===== src/rtl/uart_rx_if.sv =====
// Receiver-side bundle of the UART RX front end: divisor, serial line, CPU read
// acknowledge, and the byte/status outputs consumed by the data and status registers.
interface uart_rx_if #(
   parameter int DIV_W     = 8,
   parameter int DATA_BITS = 8
);
   logic [DIV_W-1:0]     BAUD_DIV;
   logic                 RX;
   logic                 RX_ACK;
   logic [DATA_BITS-1:0] RX_DATA;
   logic                 RX_FULL;
   logic                 RX_OVERRUN;
   logic                 RX_FRAME_ERR;
   logic                 RX_BUSY;

   modport slave (
      input  BAUD_DIV, RX, RX_ACK,
      output RX_DATA, RX_FULL, RX_OVERRUN, RX_FRAME_ERR, RX_BUSY
   );

   modport master (
      output BAUD_DIV, RX, RX_ACK,
      input  RX_DATA, RX_FULL, RX_OVERRUN, RX_FRAME_ERR, RX_BUSY
   );
endinterface


===== src/rtl/uart_rx.sv =====
// 8N1 UART receiver: synchronises RX, samples mid-bit using a latched baud divisor,
// and holds each byte with sticky overrun / framing status until the CPU acknowledges.
module uart_rx #(
   parameter int DIV_W     = 8,
   parameter int DATA_BITS = 8
) (
   input  logic    CLK,
   input  logic    NRESET,
   uart_rx_if.slave bus
);
   localparam int BW = $clog2(DATA_BITS + 1);
   localparam logic [BW-1:0] LAST_BIT = BW'(DATA_BITS - 1);

   typedef enum logic [1:0] {IDLE, START, DATA, STOP} state_t;

   state_t               state_q, state_d;
   logic [DIV_W-1:0]     cnt_q, cnt_d;
   logic [DIV_W-1:0]     div_q, div_d;
   logic [BW-1:0]        bit_q, bit_d;
   logic [DATA_BITS-1:0] shift_q, shift_d;
   logic [DATA_BITS-1:0] data_q, data_d;
   logic                 full_q, full_d;
   logic                 ovr_q, ovr_d;
   logic                 fe_q, fe_d;
   logic                 sync1_q, sync1_d;
   logic                 rxs_q, rxs_d;
   logic                 prev_q, prev_d;
   logic [DIV_W-1:0]     d_eff;
   logic                 fall;
   logic                 sample;

   // Divisors below 2 would leave no room for a half-bit start offset.
   assign d_eff  = (bus.BAUD_DIV < DIV_W'(2)) ? DIV_W'(2) : bus.BAUD_DIV;
   assign fall   = !rxs_q && prev_q;
   assign sample = (cnt_q == '0);

   always_comb begin
      sync1_d = bus.RX;
      rxs_d   = sync1_q;
      prev_d  = rxs_q;
      state_d = state_q;
      cnt_d   = cnt_q;
      div_d   = div_q;
      bit_d   = bit_q;
      shift_d = shift_q;
      data_d  = data_q;
      full_d  = full_q;
      ovr_d   = ovr_q;
      fe_d    = fe_q;

      // Clears first so that a set event in the same cycle overrides them.
      if (bus.RX_ACK) begin
         full_d = 1'b0;
         ovr_d  = 1'b0;
         fe_d   = 1'b0;
      end

      case (state_q)
         IDLE: begin
            if (fall) begin
               state_d = START;
               div_d   = d_eff;
               cnt_d   = (d_eff >> 1) - DIV_W'(1);
            end
         end
         START: begin
            if (!sample) begin
               cnt_d = cnt_q - DIV_W'(1);
            end else if (!rxs_q) begin
               state_d = DATA;
               cnt_d   = div_q - DIV_W'(1);
               bit_d   = '0;
            end else begin
               state_d = IDLE;
            end
         end
         DATA: begin
            if (!sample) begin
               cnt_d = cnt_q - DIV_W'(1);
            end else begin
               shift_d = {rxs_q, shift_q[DATA_BITS-1:1]};
               cnt_d   = div_q - DIV_W'(1);
               if (bit_q == LAST_BIT) state_d = STOP;
               else                   bit_d   = bit_q + BW'(1);
            end
         end
         STOP: begin
            if (!sample) begin
               cnt_d = cnt_q - DIV_W'(1);
            end else begin
               // Leave mid-stop-bit so a back-to-back start edge is not missed.
               state_d = IDLE;
               if (!rxs_q) begin
                  fe_d = 1'b1;
               end else if (!full_q || bus.RX_ACK) begin
                  data_d = shift_q;
                  full_d = 1'b1;
               end else begin
                  ovr_d = 1'b1;
               end
            end
         end
         default: state_d = IDLE;
      endcase
   end

   always_ff @(posedge CLK or negedge NRESET) begin
      if (!NRESET) begin
         state_q <= IDLE;
         cnt_q   <= '0;
         div_q   <= '0;
         bit_q   <= '0;
         shift_q <= '0;
         data_q  <= '0;
         full_q  <= 1'b0;
         ovr_q   <= 1'b0;
         fe_q    <= 1'b0;
         sync1_q <= 1'b1;
         rxs_q   <= 1'b1;
         prev_q  <= 1'b1;
      end else begin
         state_q <= state_d;
         cnt_q   <= cnt_d;
         div_q   <= div_d;
         bit_q   <= bit_d;
         shift_q <= shift_d;
         data_q  <= data_d;
         full_q  <= full_d;
         ovr_q   <= ovr_d;
         fe_q    <= fe_d;
         sync1_q <= sync1_d;
         rxs_q   <= rxs_d;
         prev_q  <= prev_d;
      end
   end

   assign bus.RX_DATA      = data_q;
   assign bus.RX_FULL      = full_q;
   assign bus.RX_OVERRUN   = ovr_q;
   assign bus.RX_FRAME_ERR = fe_q;
   assign bus.RX_BUSY      = (state_q != IDLE);
endmodule


===== src/flat_wrapper.sv =====
// flat-port wrapper written by rule: the top's interface ports become plain ports
module uart_rx_flat 
#(
   parameter int DIV_W     = 8,
   parameter int DATA_BITS = 8
)
  (CLK, NRESET, bus_BAUD_DIV, bus_RX, bus_RX_ACK, bus_RX_DATA, bus_RX_FULL, bus_RX_OVERRUN, bus_RX_FRAME_ERR, bus_RX_BUSY);
  uart_rx_if #(.DIV_W(DIV_W), .DATA_BITS(DATA_BITS)) bus_i ();
  input  logic CLK;
  input  logic NRESET;
  input wire logic [$bits(bus_i.BAUD_DIV)-1:0] bus_BAUD_DIV;
  input wire logic [$bits(bus_i.RX)-1:0] bus_RX;
  input wire logic [$bits(bus_i.RX_ACK)-1:0] bus_RX_ACK;
  output wire logic [$bits(bus_i.RX_DATA)-1:0] bus_RX_DATA;
  output wire logic [$bits(bus_i.RX_FULL)-1:0] bus_RX_FULL;
  output wire logic [$bits(bus_i.RX_OVERRUN)-1:0] bus_RX_OVERRUN;
  output wire logic [$bits(bus_i.RX_FRAME_ERR)-1:0] bus_RX_FRAME_ERR;
  output wire logic [$bits(bus_i.RX_BUSY)-1:0] bus_RX_BUSY;
  assign bus_i.BAUD_DIV = bus_BAUD_DIV;
  assign bus_i.RX = bus_RX;
  assign bus_i.RX_ACK = bus_RX_ACK;
  assign bus_RX_DATA = bus_i.RX_DATA;
  assign bus_RX_FULL = bus_i.RX_FULL;
  assign bus_RX_OVERRUN = bus_i.RX_OVERRUN;
  assign bus_RX_FRAME_ERR = bus_i.RX_FRAME_ERR;
  assign bus_RX_BUSY = bus_i.RX_BUSY;
  uart_rx #(.DIV_W(DIV_W), .DATA_BITS(DATA_BITS)) u_core (.CLK(CLK), .NRESET(NRESET), .bus(bus_i));
endmodule

===== config.mk =====
export PLATFORM = sky130hd
export DESIGN_NAME = uart_rx_flat
export DESIGN_NICKNAME = d
export VERILOG_FILES = /design/src/rtl/uart_rx_if.sv /design/src/rtl/uart_rx.sv /design/src/flat_wrapper.sv
export SDC_FILE = /design/constraint.sdc
export NUM_CORES = 1
export LEC_CHECK = 0
export BUFFER_PORTS_ARGS = -buffer_cell sky130_fd_sc_hd__buf_2
export CAP_MARGIN = 10
export CORE_UTILIZATION = 58
export DETAILED_ROUTE_END_ITERATION = 6
export HOLD_SLACK_MARGIN = 0.1
export PLACE_DENSITY = 0.81
export SLEW_MARGIN = 10
export SYNTH_ARGS = -nofsm -noshare
export SYNTH_HDL_FRONTEND = slang
export SYNTH_SLANG_ARGS = --single-unit

===== constraint.sdc =====
create_clock -name CLK -period 3.2 [get_ports CLK]
set_clock_uncertainty 0.15 [all_clocks]
set_input_delay 0.48 -clock CLK [delete_from_list [all_inputs] [get_ports CLK]]
set_output_delay 0.48 -clock CLK [all_outputs]
set_load 0.01 [all_outputs]

Word level (Yosys, flattened, before mapping)
Cells that the tools add are included.

storage, ports and cells
  bits in registers = 44
  input bits = 12
  output and inout bits = 12
  logic and storage cells = 77

cells by class
  add/subtract/negate cells = 4
  order comparisons = 1
  equality and inequality tests = 13
  multiplexer cells = 33
  reductions and logical operators = 14

operators by type and width
  operator                                                     number
  two-way mux 8 bit                                            6
  one-hot mux 8 bit (4 select lines)                           1
  two-way mux 4 bit                                            4
  subtractor 8 x 1 -> 8 bit (second input constant)            2
  two-way mux 1 bit                                            14
  two-way mux 2 bit                                            6
  != test 2 x 1 -> 1 bit (second input constant)               5
  AND reduction 5 bit                                          2
  logical NOT 8 bit                                            1
  less-than comparator 8 x 2 -> 1 bit (second input constant)  1
  one-hot mux 2 bit (4 select lines)                           1
  one-hot mux 4 bit (2 select lines)                           1
  subtractor 7 x 1 -> 8 bit (second input constant)            1
  != test 2 bit (second input constant)                        3
  adder 4 x 1 -> 4 bit (second input constant)                 1
  == test 2 bit (second input constant)                        2
  == test 4 x 3 -> 1 bit (second input constant)               1
  AND reduction 2 bit                                          2
  AND reduction 4 bit                                          1
  nonzero test 2 bit                                           2
  != test 3 bit (second input constant)                        1
  AND reduction 3 bit                                          1
  == test 2 x 1 -> 1 bit (second input constant)               1
  logical NOT 1 bit                                            2
  other kinds (3)                                              3

Longest topological paths before layout
Gate-level depths: netlist of the first run.

  word-level depth = 6
  mapped depth = 8
  depth with buffers taken out = 7

Worst setup path after synthesis of the first run
Ideal clock, no wire load.

  path type = flip-flop to flip-flop
  from = register u_core.cnt_q[0]
  to = register u_core.cnt_q[1]
  library setup time = 0.121 ns
  data arrival time = 1.960 ns
  data required time = 2.929 ns
  setup slack = 0.969 ns
  cell stages (with the launch flop) = 8
  buffers on the path = 0
  clock period less this slack = 2.231 ns
  path through = dfrtp_1 inv_1 ha_1 or3b_2 o21ai_0 o21ai_1 a221o_1 a22o_1

on the way
  cells in the longest elaborated chain, start to end = 3
  elaborated cells on any way between the ends = 9
  classes of those cells = add/sub (1); eq/ne (2); mux (4); reduce/logical (2)

ends and longest elaborated chain
  item                                                                              RTL line        source
  from (decl)                                                                       uart_rx.sv:17   logic [DIV_W-1:0] cnt_q, cnt_d;
  from (signal assigned)                                                            uart_rx.sv:123  cnt_q <= cnt_d;
  subtractor 8 x 1 -> 8 bit / logical NOT 8 bit (equally long branches)             --
  two-way mux 8 bit, or another cell as far along                                   uart_rx.sv:88   if (!sample) begin
  one-hot mux 8 bit (4 select lines) / AND reduction 3 bit (equally long branches)  --

Several ways; a longest one is shown, not always the timed one. The select of a mux whose other input is x is not followed.
A chain may end at the register's enable or synchronous reset.

Worst setup path in the final report of the first run
  from = register u_core.cnt_q[0]
  to = register u_core.data_q[7] (netlist: u_core.bus.RX_DATA[7])

on the way
  cells in the longest elaborated chain, start to end = 2

ends and longest elaborated chain
  item                           RTL line        source
  logical NOT 8 bit              uart_rx.sv:35   assign sample = (cnt_q == '0);
  AND reduction 4 bit (no line)  --
  to (signal assigned)           uart_rx.sv:127  data_q <= data_d;
  to (decl)                      uart_rx.sv:21   logic [DATA_BITS-1:0] data_q, data_d;

No other way between the ends.

==> results of run 1 <==
==> cells by family after synthesis <==
kind of cell             after synthesis  share of synthesized area, %
AO/OA/AOI/OAI                         59                         15.28
adder cells (fa/ha/maj)                9                         4.509
flip-flops                            44                         44.24
XOR/XNOR                              11                         3.858
buffers and inverters                 21                         3.657
AND/OR/NAND/NOR                       73                         16.88
multiplexers                          26                         11.57
==> cell type report <==
class                           count  share of cell area [%]
Clock inverter                      3                   1.673
Sequential cell                    44                   39.94
Timing Repair Buffer               25                   4.704
Tap cell                           50                   2.261
Inverter                           14                   1.900
Clock buffer                        5                   2.488
Multi-Input combinational cell    178                   47.04
==> registers in the layout, summed over array words and instances (netlist names), named ones only <==
register and count:
u_core.prev_q 1, u_core.prev_d 1, u_core.bit_q 4, u_core.bus.RX_FULL 1
u_core.bus.RX_FRAME_ERR 1, u_core.bus.RX_OVERRUN 1, u_core.rxs_d 1, u_core.bus.RX_DATA 8
u_core.state_q 1, u_core.cnt_q 8, u_core.shift_q 8, u_core.div_q 8
==> power breakdown <==
part	total (uW)	switching, uW	internal (uW)
clock	440	205	235
sequential	863	180	683
combinational	1140	663	478
total	2440	1050	1400
==> routing by layer <==
layer | vias up | GRT usage [%] | routed length [um]
li1 | 946 | - | -
met1 | 963 | 36.22 | 2472
met2 | 58 | 39.73 | 2462
met3 | 12 | 4.730 | 232
met4 | 0 | 8.511 | 112
met5 | - | 0 | 0
==> how the worst max path moves through the flow <==
stage / start / to / slack (ns)
after floorplan: u_core.cnt_q[0] / u_core.cnt_q[1] / 0.97
after global placement: u_core.cnt_q[0] / u_core.bus.RX_DATA[5] / 0.72
after detailed placement: u_core.cnt_q[0] / u_core.bus.RX_DATA[5] / 0.63
after CTS: u_core.cnt_q[0] / u_core.bus.RX_DATA[7] / 0.60
after global routing: u_core.cnt_q[0] / u_core.cnt_q[2] / 0.41
final: u_core.cnt_q[0] / u_core.bus.RX_DATA[7] / 0.59
==> stage by stage <==
stage / area [sq um] / instances / total power [uW] / hold slack, ns / utilization (%)
after floorplan: 2497 / 243 / 1718 / 0.03441 / -
after global placement: 2651 / 311 / 1954 / 0.1960 / 65.34
after detailed placement: 2651 / 311 / 1980 / 0.1972 / 65.34
after CTS: 2766 / 319 / 2433 / 0.1179 / 68.18
after global routing: 2766 / 319 / 2626 / 0.1060 / 68.18
final: 2766 / 319 / 2444 / 0.1224 / 68.18
==> cell usage in the layout (no fill, tap or decap), types with 2 or more instances in the layout <==
master                      synthesis  layout
sky130_fd_sc_hd__nand3_1           12      12
sky130_fd_sc_hd__or3_1              3       3
sky130_fd_sc_hd__buf_2              1      23
sky130_fd_sc_hd__buf_4              1       2
sky130_fd_sc_hd__dfrtp_1           41      41
sky130_fd_sc_hd__mux2_2            23      23
sky130_fd_sc_hd__inv_1             13      13
sky130_fd_sc_hd__o22ai_1            2       2
sky130_fd_sc_hd__xor2_1             7       7
sky130_fd_sc_hd__nand2b_1           2       2
sky130_fd_sc_hd__o21ai_2            2       2
sky130_fd_sc_hd__nor2b_1            3       3
sky130_fd_sc_hd__xnor2_1            4       4
sky130_fd_sc_hd__a21oi_1           11      11
sky130_fd_sc_hd__ha_1               9       9
sky130_fd_sc_hd__nor3b_1            3       3
sky130_fd_sc_hd__o31ai_1            6       6
sky130_fd_sc_hd__or4_1              5       5
sky130_fd_sc_hd__clkbuf_8           0       5
sky130_fd_sc_hd__nand2_2            2       2
sky130_fd_sc_hd__o2111ai_1          2       2
sky130_fd_sc_hd__o21ai_1            2       2
sky130_fd_sc_hd__dfstp_2            3       3
sky130_fd_sc_hd__nor2_1             9       9
sky130_fd_sc_hd__a31oi_1            4       4
sky130_fd_sc_hd__mux2i_1            3       3
sky130_fd_sc_hd__nor3_1             5       5
sky130_fd_sc_hd__o21ai_0           17      17
sky130_fd_sc_hd__nor4_1             3       3
sky130_fd_sc_hd__nand2_1           16      16
sky130_fd_sc_hd__a22oi_1            2       2
sky130_fd_sc_hd__a32oi_1            2       2
==> impl.org, run 1 <==
** Layout
- Fraction of layout cells with a size suffix above 1 :: around a quarter
- Diode insertion count for antenna repair :: 0
- Fill cells in the final layout number roughly 320.
- Final-stage net count :: 289
- Area growth from synthesis to final layout :: 10.77%
- Register Area :: 1105 sq um
- The multi-input combinational cells in the finished layout cover a total of 1301 sq um.

** Floorplanning
- The die is 67.62 um wide.
- The floorplan has 23 rows.
- Die Footprint :: 4572 sq um
- The core region is about 4000 sq um.
- Boundary pin count :: 24
- The die is 67.62 um tall.
- Starting density of the core :: 61.55%

** Routing
- Antenna Violating Nets Remaining :: 0
- After detailed routing, the average wire length per cell comes to 16.55 um.
- After detailed routing, the number of remaining DRC violations is 0.
- Aggregate routed wire length :: 5.279 mm
- Via density per instance :: 6.204
- First drt pass iteration count :: 4
- Drt first-iter violations :: 121
- Vias after detailed routing :: just under 2000

** Global routing
- Maximum number of pins on one net before global-route repair :: 45
- GRT Resource Usage Total :: 25.75%
- Global routing finished with a remaining overflow of 0.
- Antenna violations before repair :: 0
- Wire length of the first global-routing pass :: 8.631 mm
- The number of global-route vias before repair is 1828.

** Timing
- Timing would allow up to 383.2 MHz.
- Setup repair after global routing left no endpoint under its margin.
- Fin crit period :: 2.610 ns
- The number of failing hold endpoints at the final stage was 0.
- In the post-route analysis, the smallest setup slack over all paths is 0.5902 ns.
- Finish-stage setup viols :: 0
- Of the available clock period, the critical path in the final layout requires 81.56%.
- Total Negative Setup Slacks :: 0 ns
- Slew Limit Fails :: 0
- The worst pin sits at a relative slew slack of about a third.
- At the pin with the least slew margin, the transition time is 0.9708 ns.

** Synth
- After synthesis the cells add up to 2497 sq um.
- Largest cells by area after synthesis :: sky130_fd_sc_hd__dfrtp_1, sky130_fd_sc_hd__mux2_2, sky130_fd_sc_hd__ha_1
- Yosys mapped a number of flops with a built-in enable equal to 0.
- The number of nets handed over by synthesis was between 200 and 300.
- Number of instances in the synthesized netlist :: 243
- The netlist uses 53 different library cells.
- The commonest cells after synthesis are sky130_fd_sc_hd__dfrtp_1, sky130_fd_sc_hd__mux2_2, sky130_fd_sc_hd__o21ai_0, sky130_fd_sc_hd__nand2_1, sky130_fd_sc_hd__inv_1.
- The Yosys step of the flow raised 0 warnings.
- For this run, the leading register cell type out of synthesis is sky130_fd_sc_hd__dfrtp_1.
- Share of flip-flops with an asynchronous set or reset :: 100.0%
- Count of state elements after synthesis :: 44
- Cell type with the largest total area after synthesis :: sky130_fd_sc_hd__dfrtp_1
- By instance count, the leading cell after synthesis is sky130_fd_sc_hd__dfrtp_1.
- Share of Yosys cell area claimed by the top area cell type :: a little over 40%
- Part of the Yosys area used for sequential elements :: 44.24%
- A synthesized cell averages roughly 10 sq um.

** Setup path
- Among all stages on the critical path, the largest delay is contributed by sky130_fd_sc_hd__dfrtp_1.
- Cell depth of the worst flop-to-flop path :: 6
- CP required :: 3.23 ns
- CP Max Fanout :: 12
- Together, buffers and inverters on the worst path number 1.
- The worst setup path is launched from a register.
- Crit. path cell count :: 6
- Kind of cell adding the most delay to the critical path :: simple AND/OR/NAND/NOR gates
- The setup path with the least slack is of type register to register.
- The worst register-to-register path ends at u_core.bus.RX_DATA[7].
- Traced cell by cell, the critical path runs through inv_1 > ha_1 > nor3b_1 > nand2_2 > nor3_4 > mux2_2.
- In this run the critical register-to-register path is launched from u_core.cnt_q[0].
- Setup crit end kind :: register
- The setup check on the worst reg-to-reg path leaves a slack of 0.59 ns.
- Max incr delay on CP :: roughly 0.47 ns
- For the worst setup path, the data arrival time is 2.64 ns.

** Clocking
- Clock tree root driver cell :: sky130_fd_sc_hd__clkbuf_8
- Buffers from clock root to sink, at most :: 2
- Register clock-pin slew on the reported worst setup and hold paths :: 0.09 ns
- Once the clock tree was built, the resizer swapped 0 gates to a different size.
- Post-CTS timing repair inserted 0 buffers for setup.
- At the later pin of the worst-skew pair, clock insertion delay measures 0.30 ns.
- Hold-fix buffer count after cts :: 0
- Depth of the CTS H-tree :: 2
- Number of buffers added by the clock tree synthesis step :: 5
- TritonCTS built the clock tree.
- # clock sinks :: 44

** Power
- The worst-case IR drop observed on VDD is 526.5 uV.
- For this design the ratio of total power to cell area is slightly below 900 nW/um^2.
- The analysis attributes to cell leakage a power of 0.001264 uW.

** Placement
- Final GP Congestion :: 0.9237
- Dpl hpwl :: 3.727 mm
- The count of buffers added on input and output ports is 23.
- Setup slack at placement :: between 0.6 and 0.7 ns

** Worst hold path
- The worst hold path terminates at u_core.rxs_d.
- The worst hold path begins at bus_RX.
- Cell depth of the worst min-delay path :: 1
- Classification of the worst-slack hold path :: primary input to register

** Flow run
- The tool flagged a number of max-cap violations equal to 0.

** Outcome
- Result of the run :: finished, final reports clean
Power figures use the tool's default switching activity.
==> run 2, diff against run 1 <==
--- a/config.mk
+++ b/config.mk
@@ -5,12 +5,13 @@
 export SDC_FILE = /design/constraint.sdc
 export NUM_CORES = 1
 export LEC_CHECK = 0
+export ABC_AREA = 1
 export BUFFER_PORTS_ARGS = -buffer_cell sky130_fd_sc_hd__buf_2
 export CAP_MARGIN = 10
-export CORE_UTILIZATION = 58
+export CORE_UTILIZATION = 54
 export DETAILED_ROUTE_END_ITERATION = 6
 export HOLD_SLACK_MARGIN = 0.1
-export PLACE_DENSITY = 0.81
+export PLACE_DENSITY = 0.79
 export SLEW_MARGIN = 10
 export SYNTH_ARGS = -nofsm -noshare
 export SYNTH_HDL_FRONTEND = slang
==> constraint.sdc (replaced) <==
create_clock -name CLK -period 2.15 [get_ports CLK]
set_clock_uncertainty 0.15 [all_clocks]
set_input_delay 0.3225 -clock CLK [delete_from_list [all_inputs] [get_ports CLK]]
set_output_delay 0.3225 -clock CLK [all_outputs]
set_load 0.01 [all_outputs]
==> run 2 against run 1 <==
  * Combinational power up 54%
  * Synthesized cell count increased by 44%
  * Via count rose by 18%
  * First-iteration DRC count increased by 45%
  * Routed wire length is 7.6% higher
  * Critical path type unchanged
  * Critical endpoint is now u_core.bus.RX_DATA[6]
==> impl.org, run 2 <==
** Global routing
- Maximum number of pins on one net before global-route repair :: 45
- The first global-routing pass estimated 9.722 mm of wire.
- Met2 Track Usage GR :: 38.63%
- GRT Resource Usage Total :: 24.41%
- Met3 global-route usage :: 4.861%
- The initial antenna violation count was 0.
- The number of global-route vias before repair is 2199.
- In this run the most used layer during global routing was met2.
- Routing usage on met1 :: 31.79%
- Global routing finished with a remaining overflow of 0.

** Synth
- Part of the Yosys area used for sequential elements :: 41.55%
- The Yosys step of the flow raised 0 warnings.
- Synthesis inferred 44 register bits.
- Yosys mapped the design onto 33 distinct sky130hd cell types.
- By count the netlist is led by sky130_fd_sc_hd__nand2_1, sky130_fd_sc_hd__dfrtp_1, sky130_fd_sc_hd__inv_1, sky130_fd_sc_hd__nand3_1, sky130_fd_sc_hd__nor2_1.
- Share of Yosys cell area claimed by the top area cell type :: about two fifths
- Cell type with the largest total area after synthesis :: sky130_fd_sc_hd__dfrtp_1
- Largest cells by area after synthesis :: sky130_fd_sc_hd__dfrtp_1, sky130_fd_sc_hd__nand2_1, sky130_fd_sc_hd__nand3_1
- Post-synthesis cell area :: 2659 sq um
- Share of flip-flops with an asynchronous set or reset :: between 90% and 100%
- In this run the mean area of a mapped cell was 7.597 sq um.
- When the netlist entered floorplanning its net count stood at approximately 370.
- Synthesis handed over a netlist of 350 instances.
- Dominant synthesized flop cell :: sky130_fd_sc_hd__dfrtp_1
- Yosys instantiated no cell more often than sky130_fd_sc_hd__nand2_1.
- Number of enable-type register cells in the synthesized netlist :: 0

** Power
- The clock network burns 18.8% of the power.
- Sequential cells account for roughly 33% of the total power.
- In this run switching power makes up 44.30% of total power.
- Internal Power :: 2034 uW
- Net switching power figure :: 1618 uW
- In this run the power density over the cells is 1213 nW/um^2.
- The worst-case IR drop observed on VDD is around 580 uV.
- For this design the static power due to leakage is 0.001557 uW.
- Of the total power, combinational logic draws 48.3%.

** Layout
- Relative to the synthesized area, the layout overhead comes to 13.22%.
- For this run, the post-layout net count is 404.
- Leaving out fill and tap cells, the most frequent cell in the layout is sky130_fd_sc_hd__nand2_1.
- Diode insertion count for antenna repair :: 0
- After routing the design area is 3010 sq um.
- The post-route netlist has approximately a fifth of its cells at a drive strength greater than 1.
- In the layout the commonest cells are sky130_fd_sc_hd__nand2_1, sky130_fd_sc_hd__dfrtp_1, sky130_fd_sc_hd__inv_1, sky130_fd_sc_hd__nand3_1, sky130_fd_sc_hd__nor2_1.

** Clocking
- Register clock-pin slew on the reported worst setup and hold paths :: approximately 0.09 ns
- TritonCTS clock tree :: built
- The later pin in the worst-skew pair is clocked with a latency of 0.31 ns.
- Buffers from clock root to sink, at most :: 2
- The H-tree was split into 2 levels.
- Clock tree root driver cell :: sky130_fd_sc_hd__clkbuf_8
- Counting every sink on the clock net gives 44.
- TritonCTS created 5 clock buffers.

** Routing
- After detailed routing, the average wire length per cell comes to 12.59 um.
- Vias after detailed routing :: 2335
- Dividing the detail-routed via count by the number of cells gives 5.177.
- The first detailed-routing pass ran for 4 iterations.
- Aggregate routed wire length :: 5.680 mm
- Once detail routing completed, the nets flagged for antenna violations numbered 0.
- Drt first-iter violations :: between 150 and 200
- After detailed routing, the number of remaining DRC violations is 0.

** Worst hold path
- Cell depth of the worst min-delay path :: 3
- Classification of the worst-slack hold path :: primary input to register
- Startpoint of the worst hold path :: bus_BAUD_DIV[6]

** Timing
- After routing, the total negative slack on setup checks comes to 0 ns.
- Slew margin rel. :: 63.33%
- Setup repair after global routing missed its margin :: false
- Worst Tran Pin Value :: 0.5500 ns
- The max-slew violation total from the final report was 0.
- Setup violations remaining at the end of the flow were counted as 0.
- Maximum clock frequency :: 505.2 MHz
- The number of failing hold endpoints at the final stage came to 0.
- The clock period could shrink to 1.979 ns.
- After layout, the worst path uses 92.06% of the clock period.

** Placement
- Number of I/O port buffers :: 23
- Detailed placement finished with a half-perimeter wire length of 4.141 mm.
- Routability-driven placement finished with a final weighted congestion of 0.8549.
- Placed standard-cell area :: approximately 2900 sq um

** Outcome
- Result of the run :: finished, final reports clean

** Floorplanning
- The core region is approximately 4700 sq um.
- Once the floorplan was initialized, standard cells occupied 56.29% of the core.
- Die Footprint :: 5209 sq um
- The floorplan step set the die width to approximately 72 um.
- Pin placement for this block handled 24 I/O pins.
- Overall die height :: 72.17 um
- The floorplan has 25 rows.

** Setup path
- The critical path starts at u_core.cnt_q[1].
- Setup crit end kind :: register
- For the worst flop-to-flop path, the logic depth is 9.
- CP startpoint kind :: register
- At the worst endpoint, the arrival time is 2.02 ns.
- The startpoint identified for the worst register-to-register timing path is u_core.cnt_q[1].
- Of all nets on the critical path, the largest fanout is 15.
- Category of the most critical setup path :: register to register
- Data on the critical path is required at its endpoint by 2.19 ns.

** Flow run
- Max-cap violations in this run came to 0.
==> run 2: changes by cell type in the layout (fill, tap and decap cells not counted), moves of 6 or more <==
cell                      previous run  this run
sky130_fd_sc_hd__a21oi_1            11        18
sky130_fd_sc_hd__nand3_1            12        33
sky130_fd_sc_hd__inv_1              13        40
sky130_fd_sc_hd__nor2_1              9        26
sky130_fd_sc_hd__buf_4               2         8
sky130_fd_sc_hd__o31ai_1             6         0
sky130_fd_sc_hd__mux2_2             23         0
sky130_fd_sc_hd__nand2_1            16       101
==> run 2: critical path, cell delays in order (launching register included) <==
cell	delay, ns
sky130_fd_sc_hd__dfrtp_1	0.41
sky130_fd_sc_hd__inv_1	0.12
sky130_fd_sc_hd__ha_1	0.16
sky130_fd_sc_hd__nand3_1	0.16
sky130_fd_sc_hd__inv_2	0.11
sky130_fd_sc_hd__nand2_4	0.06
sky130_fd_sc_hd__nor3_4	0.19
sky130_fd_sc_hd__nand2_2	0.28
sky130_fd_sc_hd__nand2_1	0.16
sky130_fd_sc_hd__o21ai_2	0.06
==> run 2: layer usage <==
metal	routed length, um	share of wire (%)
met2	2598	46
met3	234	4.1
met5	0	0
met4	153	2.7
met1	2695	47
==> run 2: repair_timing <==
item / 4_1_cts / 5_1_grt
setup endpoints to repair: 0 / 0
resized for setup: 0 / 0
endpoints found under the hold margin: 43 / 0
hold buffers: 3 / 0
buffers inserted: 0 / 0
==> run 2: power by group through the flow <==
stage	combinational, uW	sequential, uW	clock [uW]
after floorplan	1350	1160	0
after global placement	1700	1200	0
after detailed placement	1760	1200	0
after CTS	1760	1190	706
after global routing	2040	1220	726
final	1760	1200	688
==> run 2: cell families (layout without fill, tap and decap cells) <==
family | after synthesis | count (layout) | synth area share (%)
AO/OA/AOI/OAI | 55 | 55 | 12.19
XOR/XNOR | 5 | 5 | 1.647
adder cells (fa/ha/maj) | 9 | 9 | 4.235
buffers and inverters | 54 | 88 | 8.753
flip-flops | 44 | 44 | 41.55
AND/OR/NAND/NOR | 183 | 183 | 31.62
==> run 2: path summary, 6_finish.rpt <==
kind	to	slack, ns
worst max-delay path	u_core.bus.RX_DATA[6]	0.17
worst min-delay path	u_core.div_q[6]	0.12
worst max register to register	u_core.bus.RX_DATA[6]	0.17
worst min register to register	u_core.prev_d	0.22
max in group asynchronous	u_core.cnt_q[3]	1.00
min in group asynchronous	u_core.div_q[5]	0.47
==> run 2: layout make-up <==
cell class / instances / area (sq um)
fillers: 421 / 1713
multi-input cells: 252 / 1321
inverters: 46 / 173.9
clock buffers: 6 / 82.58
well taps: 67 / 83.83
flip-flops and latches: 44 / 1105
clock inverters: 2 / 38.79
repair buffers: 34 / 205.2
==> run 2: per-stage QoR <==
stage	hold WS (ns)	instances	total power, uW	setup slack [ns]	utilization, %
after floorplan	-0.1231	350	2511	0.3322	-
after global placement	0.1960	440	2903	0.1176	60.53
after detailed placement	0.2033	440	2957	0.05960	60.53
after CTS	0.1084	451	3660	0.1827	63.74
after global routing	0.1599	451	3984	0.04233	63.74
final	0.1182	451	3653	0.1707	63.74
==> run 3, diff against run 2 <==
--- a/config.mk
+++ b/config.mk
@@ -8,10 +8,11 @@
 export ABC_AREA = 1
 export BUFFER_PORTS_ARGS = -buffer_cell sky130_fd_sc_hd__buf_2
 export CAP_MARGIN = 10
-export CORE_UTILIZATION = 54
+export CORE_UTILIZATION = 51
+export CTS_CLUSTER_SIZE = 14
 export DETAILED_ROUTE_END_ITERATION = 6
 export HOLD_SLACK_MARGIN = 0.1
-export PLACE_DENSITY = 0.79
+export PLACE_DENSITY = 0.76
 export SLEW_MARGIN = 10
 export SYNTH_ARGS = -nofsm -noshare
 export SYNTH_HDL_FRONTEND = slang
==> run 3 against run 2 <==
  * Final cell count unchanged
  * Cell area down 0.21%
  * Register-to-register slack improved by 0.08 ns
  * Combinational power about the same
  * Via count decreased by 0.86%
  * Sequential power about the same
  * First-iteration DRC count up 3.4%
  * Setup slack better by 0.042 ns
  * Core utilization down 2.2 points
  * Clock-buffer cell count decreased by 1
  * Clock power is 3.5% lower
  * Hold slack improved by 0.0088 ns
  * Largest power group unchanged
  * Highest routed layer unchanged
==> impl.org, run 3 (same netlist as run 2, synthesis figures left out) <==
** Outcome
- The run finished with clean final reports.

** Global routing
- Congestion Overflow GR :: 0
- GRT Resource Usage Total :: 23.22%
- Entering global routing, the biggest net connects 45 pins.
- The number of global-route vias before repair came to 2274.
- The initial antenna violation count came to 0.
- Wire length of the first global-routing pass :: 9.542 mm

** Timing
- Final hold slack :: 0.1270 ns
- For the final routed database, the setup TNS stands at 0 ns.
- The max-slew violation total from the final report is 0.
- The worst path uses 90.13% of the clock period.
- For this run, the top clock speed supported by timing is 516.1 MHz.
- Measured against its own limit, the worst slew margin works out to 62.48%.
- Fin crit period :: roughly 1.9 ns
- At the pin with the least slew margin, the transition time is ~0.56 ns.
- Setup violations remaining at the end of the flow were counted as 0.
- Setup repair after global routing left no endpoint under its margin.
- The number of failing hold endpoints at the final stage came to 0.

** Power
- Total design power :: 3634 uW
- Leakage power of the design :: 0.001550 uW
- The worst-case IR drop observed on VDD is 800.4 uV.
- Total power divided by cell area :: 1210 nW/um^2

** Routing
- First drt pass iteration count :: 4
- Wire length per cell :: 12.68 um
- After detailed routing, the met3 layer carries 290 um of wire.
- Detail Route met2 WL :: 2.708 mm
- In the final routing, the length of wire on met1 measures 2.624 mm.
- After detailed routing, no signal wire sits above met4.
- Aggregate routed wire length :: about 5.7 mm
- Drt first-iter violations :: 182
- The routed layout has 2315 vias.
- In the routed design, unresolved DRC markers number 0.
- Using the TritonRoute via totals, the vias-per-cell ratio works out to 5.133.
- Once detail routing completed, the nets flagged for antenna violations numbered 0.

** Layout
- Area growth from synthesis to final layout :: 12.99%
- At the end of the flow, the number of nets in the layout was about 400.
- Cells with a size suffix above 1 make up 19.27% of the layout.
- Final core utilization :: 61.56%
- Diode insertion count for antenna repair :: 0
- After routing the design area is roughly 3000 sq um.
- Highest-count cells in the layout ignoring fill and taps :: sky130_fd_sc_hd__nand2_1, sky130_fd_sc_hd__dfrtp_1, sky130_fd_sc_hd__inv_1, sky130_fd_sc_hd__nand3_1, sky130_fd_sc_hd__nor2_1
- The library cell used most frequently in the layout, excluding fill and tap cells, is sky130_fd_sc_hd__nand2_1.

** Floorplanning
- Measured along the x axis, the die boundary spans roughly 74 um.
- The die is 74.21 um tall.
- Core region area :: 4880 sq um
- Starting density of the core :: 54.49%
- Cell row count :: 25
- The die covers 5506 sq um.
- Boundary pin count :: 24

** Clocking
- The clock reaches the later pin of the worst-skew pair after 0.31 ns.
- The number of gates resized after CTS was 0.
- Register clock-pin slew on the reported worst setup and hold paths :: ~0.09 ns
- In this run, post-CTS hold repair placed 3 buffers.
- Clock tree root driver cell :: sky130_fd_sc_hd__clkbuf_8
- Number of setup buffers added after CTS :: 0
- TritonCTS built the clock tree.
- Depth of the CTS H-tree :: 2
- # clock sinks :: 44
- Number of buffers added by the clock tree synthesis step :: 5
- The longest clock path from root to sink contains 2 buffers.

** Setup path
- Arrival @ worst endpoint :: between 1 and 1.5 ns
- CP Max Fanout :: 7
- On the worst path, the slowest cell contributes a delay of 0.43 ns.
- The worst setup path is captured at a primary output.
- Cell depth of the worst flop-to-flop path :: 9
- STA puts the critical path data required time at 1.68 ns.
- Library cell contributing the largest single delay on the critical path :: sky130_fd_sc_hd__dfrtp_1
- Category of the most critical setup path :: register to primary output
- STA classifies the critical path startpoint as a register.
- The critical path goes through inv_1 > ha_1 > inv_2 > buf_2.

** Worst hold path
- Counting instances, the worst hold path has a depth of 3.
- The min-delay analysis places its worst path in the category primary input to register.

** Placement
- Placed standard-cell area :: 2859 sq um
- Input and output buffers added on the ports amount to 23.
- Final GP Congestion :: around 0.84
- Dpl hpwl :: roughly 4.2 mm

** Flow run
- Number of maximum-capacitance constraint violations :: 0
## run 3: cell count changes in the layout (fill, tap and decap cells not counted)
cell                         delta
sky130_fd_sc_hd__clkbuf_8       -1
sky130_fd_sc_hd__inv_6          +1
sky130_fd_sc_hd__clkinvlp_4     +1
sky130_fd_sc_hd__clkinv_4       -1
## run 3: per-stage QoR
stage	setup slack [ns]	instances
floorplan	0.3322	350
global placement	0.1246	440
detailed placement	-0.01665	440
CTS	0.2113	451
global route	0.07233	451
finish	0.2122	451
## run 3: final timing paths
path	start	to	slack, ns
setup / recovery	u_core.state_q[0]	bus_RX_BUSY	0.21
hold / removal	bus_BAUD_DIV[6]	u_core.div_q[6]	0.13
setup reg to reg	u_core.cnt_q[1]	u_core.bus.RX_DATA[2]	0.25
hold reg to reg	u_core.rxs_d	u_core.prev_d	0.21
max in group asynchronous	NRESET	u_core.prev_q	0.97
min in group asynchronous	NRESET	u_core.div_q[4]	0.47
## run 3: worst max-delay path, delay by kind of cell, from the launching register on
family	cells	cell delay (ns)
fa+ha+maj	1	0.33
flops	1	0.43
buf+inv	3	0.41
## run 3: per-layer routing
layer / global-route usage (%) / vias to the layer above
met2: 39.70 / 62
li1: - / 1175
met5: 0 / -
met4: 9.188 / 0
met3: 4.743 / 9
met1: 28.77 / 1069
## run 3: layout make-up
class | instances | area [sq um]
flip-flops and latches | 44 | 1105
fillers | 456 | 1876
inverters | 46 | 173.9
clock buffers | 5 | 68.82
multi-input cells | 252 | 1321
repair buffers | 34 | 205.2
well taps | 67 | 83.83
clock inverters | 3 | 46.29
## run 3: power by group
part	leakage [uW]	switching [uW]	total, uW	internal [uW]
Combinational	0.000922	1140	1770	638
Sequential	0.000573	182	1200	1010
Clock	0.0000548	314	664	350
Total	0.00155	1630	3630	2000
